## src/rtl/pipe_addsub.sv

```systemverilog
// pipe_addsub: pipelined segmented adder/subtractor with valid/ready handshake
// Ports:
//   clk, rst             clock, asynchronous active-high reset
//   in_valid, in_ready   input beat handshake; a, b, cin, sub captured on acceptance
//   a, b     [WIDTH]     operands
//   cin                  carry-in (add) / borrow-in (sub)
//   sub                  0 = add, 1 = subtract
//   out_valid, out_ready result handshake
//   sum      [WIDTH]     result
//   cout                 carry-out (add) / no-borrow flag (sub)
//   ovf                  signed two's-complement overflow
module pipe_addsub #(
    parameter int WIDTH  = 32,
    parameter int STAGES = 4
) (
    input  logic             clk,
    input  logic             rst,
    input  logic             in_valid,
    output logic             in_ready,
    input  logic [WIDTH-1:0] a,
    input  logic [WIDTH-1:0] b,
    input  logic             cin,
    input  logic             sub,
    output logic             out_valid,
    input  logic             out_ready,
    output logic [WIDTH-1:0] sum,
    output logic             cout,
    output logic             ovf
);
    localparam int SDIV = (STAGES > 0) ? STAGES : 1;
    localparam int SEG  = WIDTH / SDIV;

    if (STAGES < 1 || WIDTH % SDIV != 0) begin : g_bad_params
        $error("pipe_addsub: STAGES must be >= 1 and divide WIDTH");
    end

    logic w_adv;
    logic r_ovf;

    // Whole pipeline moves in lockstep; it only freezes when a result is stuck at the output.
    assign w_adv    = !out_valid || out_ready;
    assign in_ready = w_adv;

    // Stage k adds slice k. It receives the not-yet-added upper operand slices
    // (IW bits) and the already-finished lower result slices from stage k-1.
    for (genvar k = 0; k < STAGES; k++) begin : g_st
        localparam int IW = WIDTH - k * SEG;
        logic [IW-1:0]          w_a;
        logic [IW-1:0]          w_b;
        logic                   w_c;
        logic                   w_v;
        logic [SEG:0]           w_add;
        logic [(k+1)*SEG-1:0]   w_s;
        logic [(k+1)*SEG-1:0]   r_s;
        logic                   r_c;
        logic                   r_v;

        if (k == 0) begin : g_in
            // Subtraction is a + ~b + ~cin, so a borrow-in becomes a missing carry-in.
            assign w_a = a;
            assign w_b = sub ? ~b : b;
            assign w_c = sub ? ~cin : cin;
            assign w_v = in_valid;
            assign w_s = w_add[SEG-1:0];
        end else begin : g_in
            assign w_a = g_st[k-1].g_fw.r_a;
            assign w_b = g_st[k-1].g_fw.r_b;
            assign w_c = g_st[k-1].r_c;
            assign w_v = g_st[k-1].r_v;
            assign w_s = {w_add[SEG-1:0], g_st[k-1].r_s};
        end

        assign w_add = {1'b0, w_a[SEG-1:0]} + {1'b0, w_b[SEG-1:0]} + {{SEG{1'b0}}, w_c};

        always_ff @(posedge clk or posedge rst) begin
            if (rst)
                r_v <= 1'b0;
            else if (w_adv)
                r_v <= w_v;
        end

        if (k < STAGES - 1) begin : g_fw
            logic [IW-SEG-1:0] r_a;
            logic [IW-SEG-1:0] r_b;
            always_ff @(posedge clk) begin
                if (w_adv) begin
                    r_a <= w_a[IW-1:SEG];
                    r_b <= w_b[IW-1:SEG];
                    r_s <= w_s;
                    r_c <= w_add[SEG];
                end
            end
        end else begin : g_out
            // Last stage holds the MSB slice, so overflow is resolved here.
            always_ff @(posedge clk or posedge rst) begin
                if (rst) begin
                    r_s   <= '0;
                    r_c   <= 1'b0;
                    r_ovf <= 1'b0;
                end else if (w_adv) begin
                    r_s   <= w_s;
                    r_c   <= w_add[SEG];
                    r_ovf <= (w_a[SEG-1] == w_b[SEG-1]) && (w_add[SEG-1] != w_a[SEG-1]);
                end
            end
        end
    end

    assign out_valid = g_st[STAGES-1].r_v;
    assign sum       = g_st[STAGES-1].r_s;
    assign cout      = g_st[STAGES-1].r_c;
    assign ovf       = r_ovf;
endmodule

```

## config.mk

```make
export PLATFORM = sky130hd
export DESIGN_NAME = pipe_addsub
export DESIGN_NICKNAME = d
export VERILOG_FILES = /design/src/rtl/pipe_addsub.sv
export SDC_FILE = /design/constraint.sdc
export NUM_CORES = 1
export LEC_CHECK = 0
export BUFFER_PORTS_ARGS = -buffer_cell sky130_fd_sc_hd__buf_2
export CORE_MARGIN = 4
export CORE_UTILIZATION = 55
export CTS_BUF_LIST = sky130_fd_sc_hd__clkbuf_8 sky130_fd_sc_hd__clkbuf_16
export DETAILED_ROUTE_END_ITERATION = 7
export GPL_TIMING_DRIVEN = 0
export MAX_ROUTING_LAYER = met4
export PLACE_DENSITY = 0.88
export REMOVE_ABC_BUFFERS = 1
export SKIP_CTS_REPAIR_TIMING = 1
export SYNTH_ARGS = -nofsm -noshare
export SYNTH_HDL_FRONTEND = slang
export SYNTH_SLANG_ARGS = --single-unit
```

## constraint.sdc

```tcl
create_clock -name clk -period 10.6 [get_ports clk]
set_input_delay 2.12 -clock clk [delete_from_list [all_inputs] [get_ports clk]]
set_output_delay 2.12 -clock clk [all_outputs]
set_load 0.05 [all_outputs]
```

After elaboration in Yosys (flattened, before gate mapping) --
Cells that the tools add are included.
Operators by class: add/subtract/negate cells 8, multiply operators 0, divide/modulo/power cells 0, order comparisons 0, equality and inequality tests 2, shift operators 0, multiplexer cells 2, bitwise logic cells 2, reduce and logical (&&, ||, !) cells 3
Operators by type and width (count):
- adder 8 x 8 -> 9 bit | 4
- adder 9 x 1 -> 9 bit | 4
- 2-to-1 mux 32 bit | 1
- NOT 32 bit | 1
- equality test 1 bit | 1
- logical AND 1 bit | 1
- logical NOT 1 bit | 1
- logical OR 1 bit | 1
- 2-to-1 mux 1 bit | 1
- inequality test 1 bit | 1
- NOT 1 bit | 1
Storage, ports and cells: flip-flop bits (word level) 185, bits in latches 0, RAM bits 0, bits in read-only memories 0, input port bits 70, output and inout port bits 36, logic and storage cells 36, memories kept 0

Depth between registers and ports, before layout --
depth in word-level cells 4, depth in mapped cells 11, depth with buffers taken out 9

Worst setup path before layout --
No wires, ideal clock.
path kind input -> output, from input out_ready, to output in_ready, arrival 6.974 ns, required time 8.480 ns, slack 1.506 ns, cell stages on the path 4, path buffers 2, cell sequence nor2b_1 > buf_2 > inv_2 > buf_1
Between the ends: word-level cells in the longest chain between the ends 1
RTL lines:
- start: declaration | line 25 | input logic out_ready,
- logical OR 1 bit | line 41 | assign w_adv = !out_valid || out_ready;
- end: declaration | line 19 | output logic in_ready,
Every way passes these cells.

Final worst setup path --
Same ends and word-level chain as after synthesis.

==> impl_metrics.tcl <==
set metrics [dict create \
    status "complete, no violations" \
    multi_input_area_um2 1910 \
    ir_drop_uv 140 \
    swShare 0.345 \
    path_class "primary input to output pin" \
    htree_levels 4 \
    switchingPower_mw 0.934 \
    routabilityCongestion 0.769 \
    path_clk_slew_ns 0.06 \
    area_growth_pct 18.1 \
    syn_inst 492 \
    synth_edf_count 147 \
    core_area_um2 13200 \
    clock_path_buffers 2 \
    min_period_over_period 0.558 \
    fp.dieW_um 124 \
    layout.cells.non_filler 795 \
    crit_path_end_kind "output pin" \
    slew_headroom 0.352 \
    start_util 0.558 \
    worstPathArrival_ns 3.79 \
    power_per_cell_area_nw_per_um2 311 \
    rows 42 \
    yosysUniqueCellTypes 41 \
    routed_wl_mm 11.4 \
    vias_per_cell 5.01 \
    drc 0 \
    clock_latency_ns 0.42 \
    dieHeight_um 124 \
    grt_usage 0.164 \
    grt_overflow 0 \
    dp.final_hpwl_mm 7.55 \
    io_pins 106 \
    fill_cells 941 \
    startpoint_type "primary input" \
    synthArstFlopShare 0.205 \
    hold_viol_final 0 \
    grt_pass1_vias 3988 \
    port_buffers 105 \
    worstMarginPinSlew_ns 0.972 \
    dieArea_um2 15300 \
    most-common-layout-cells "edfxtp_1, buf_2, nand2_1, xor2_1, dfrtp_1" \
    ys_ff_latch 185 \
    antenna_found_initial 0 \
    share_clk_of_total_power 0.227 \
    ant_nets 0 \
    dr.pass1.iters 5 \
    ys.flop_type "edfxtp_1" \
    cp_max_fo 94 \
    drive_above_1_share 0.221 \
    rsz0062_at_grt "false" \
    yosys_warnings 0 \
    via_count 3982 \
    avgSynthCellArea_um2 15.0 \
    nNetsFinal 712 \
    cts_tree "yes" \
    fmax_ghz 0.169 \
    antenna_cells 0 \
    clockRootBuffer "clkbuf_16" \
    min_path_type "flip-flop to flip-flop" \
    slew_violations 0 \
    min_period_ns 5.91 \
    final_common_cell "edfxtp_1" \
    wire_per_inst_um 14.3 \
    required_ns 8.48 \
    total_leakage_power_nw 3.67 \
    grt_pass1_wl_mm 18.3 \
    drt_iter0_drc 227 \
    seqPwrFrac 0.455 \
    setup_tns_ns 0 \
    combPwrFrac 0.318 \
    tritoncts.num_buffers 17 \
    dp_cells 763 \
    p_int_mw 1.77 \
    seqCellArea_um2 5370 \
    seq_area_frac_synth 0.728 \
    fin_skew_ns 0.00686 \
    setup_violations 0 \
    grt_start_max_net_pins 95 \
    synth_area_um2 7370 \
    cts_num_sinks 185 \
    maxCapViolations 0 \
]
-- flip-flops by register name, indices dropped and copies added, names as in the netlist, 3 cells and up --
register	flops
g_st.g_fw.r_a	48
g_st.g_fw.r_b	48
g_st.r_s	48
sum	32
g_st.r_c	3
g_st.r_v	3
-- critical path, cell delays in order --
cell and delay [ns]:
buf_2 0.10, nor2b_4 0.06, buf_12 0.18, inv_6 0.52, buf_16 0.44, buf_2 0.34
-- power groups by stage --
stage                     combinational [mW]  sequential [mW]  clock (mW)
after detailed placement               0.863             1.25           0
after CTS                              0.868             1.24       0.626
after global routing                   0.946             1.26       0.656
after global placement                 0.816             1.25           0
final                                  0.861             1.23       0.613
after floorplan                        0.416             1.47           0
-- per-stage QoR --
stage	hold WS [ns]	utilization	total power, mW	instance area (um2)	setup slack [ns]
finish	0.414	0.660	2.71	8700	4.69
detailed placement	0.405	0.615	2.11	8120	4.61
global placement	0.401	0.611	2.06	8060	0.355
floorplan	0.400	-	1.89	7310	2.96
CTS	0.415	0.660	2.73	8700	4.62
global route	0.422	0.660	2.86	8700	4.51
-- synth_stat cells (3+ instances only) --
library cell	number	area [um2]
edfxtp_1	147	4410
nand2_1	99	372
xor2_1	39	342
dfrtp_1	38	951
ha_1	28	350
a21oi_1	21	105
nor2_1	18	67.6
xnor2_1	13	114
inv_1	11	41.3
fa_1	8	160
o21ai_0	8	40.0
buf_2	7	35.0
o21ai_1	7	35.0
nor2b_1	5	31.3
o21a_1	4	30.0
a21o_1	3	22.5
clkbuf_1	3	11.3
nand2b_1	3	18.8
nand4b_1	3	26.3
-- cells by family after synthesis --
| family | synth area share |
|---|---|
| flip-flops | 0.728 |
| AO/OA/AOI/OAI | 0.0474 |
| AND/OR/NAND/NOR | 0.0797 |
| XOR/XNOR | 0.0618 |
| buffers and inverters | 0.0134 |
| adder cells (fa/ha/maj) | 0.0693 |
-- area by class of cell --
| class | count | share of cell area |
|---|---|---|
| flip-flops and latches | 185 | 0.617 |
| multi-input cells | 283 | 0.219 |
| repair buffers | 107 | 0.0659 |
| clock buffers | 18 | 0.0505 |
| well taps | 176 | 0.0253 |
| clock inverters | 14 | 0.0165 |
| inverters | 12 | 0.00575 |
-- metal layers --
metal	track usage	wire, um	up-vias
met1	0.183	4540	1905
met4	0.0747	250	0
li1	-	-	1970
met3	0.0436	512	22
met2	0.278	6090	85
met5	-	0	-
-- worst paths after layout --
check                                       to            startpoint  depth (start not counted)  slack [ns]
setup / recovery                      in_ready             out_ready                          6        4.69
hold / removal             g_st[1].g_fw.r_a[9]  g_st[0].g_fw.r_a[17]                          0        0.41
setup reg to reg                   g_st[1].r_c           g_st[0].r_c                          7        8.15
hold reg to reg            g_st[1].g_fw.r_a[9]  g_st[0].g_fw.r_a[17]                          0        0.41
max in group asynchronous              sum[18]                   rst                          2        8.20
min in group asynchronous              sum[30]                   rst                          2        1.86
Power figures use the tool's default switching activity.
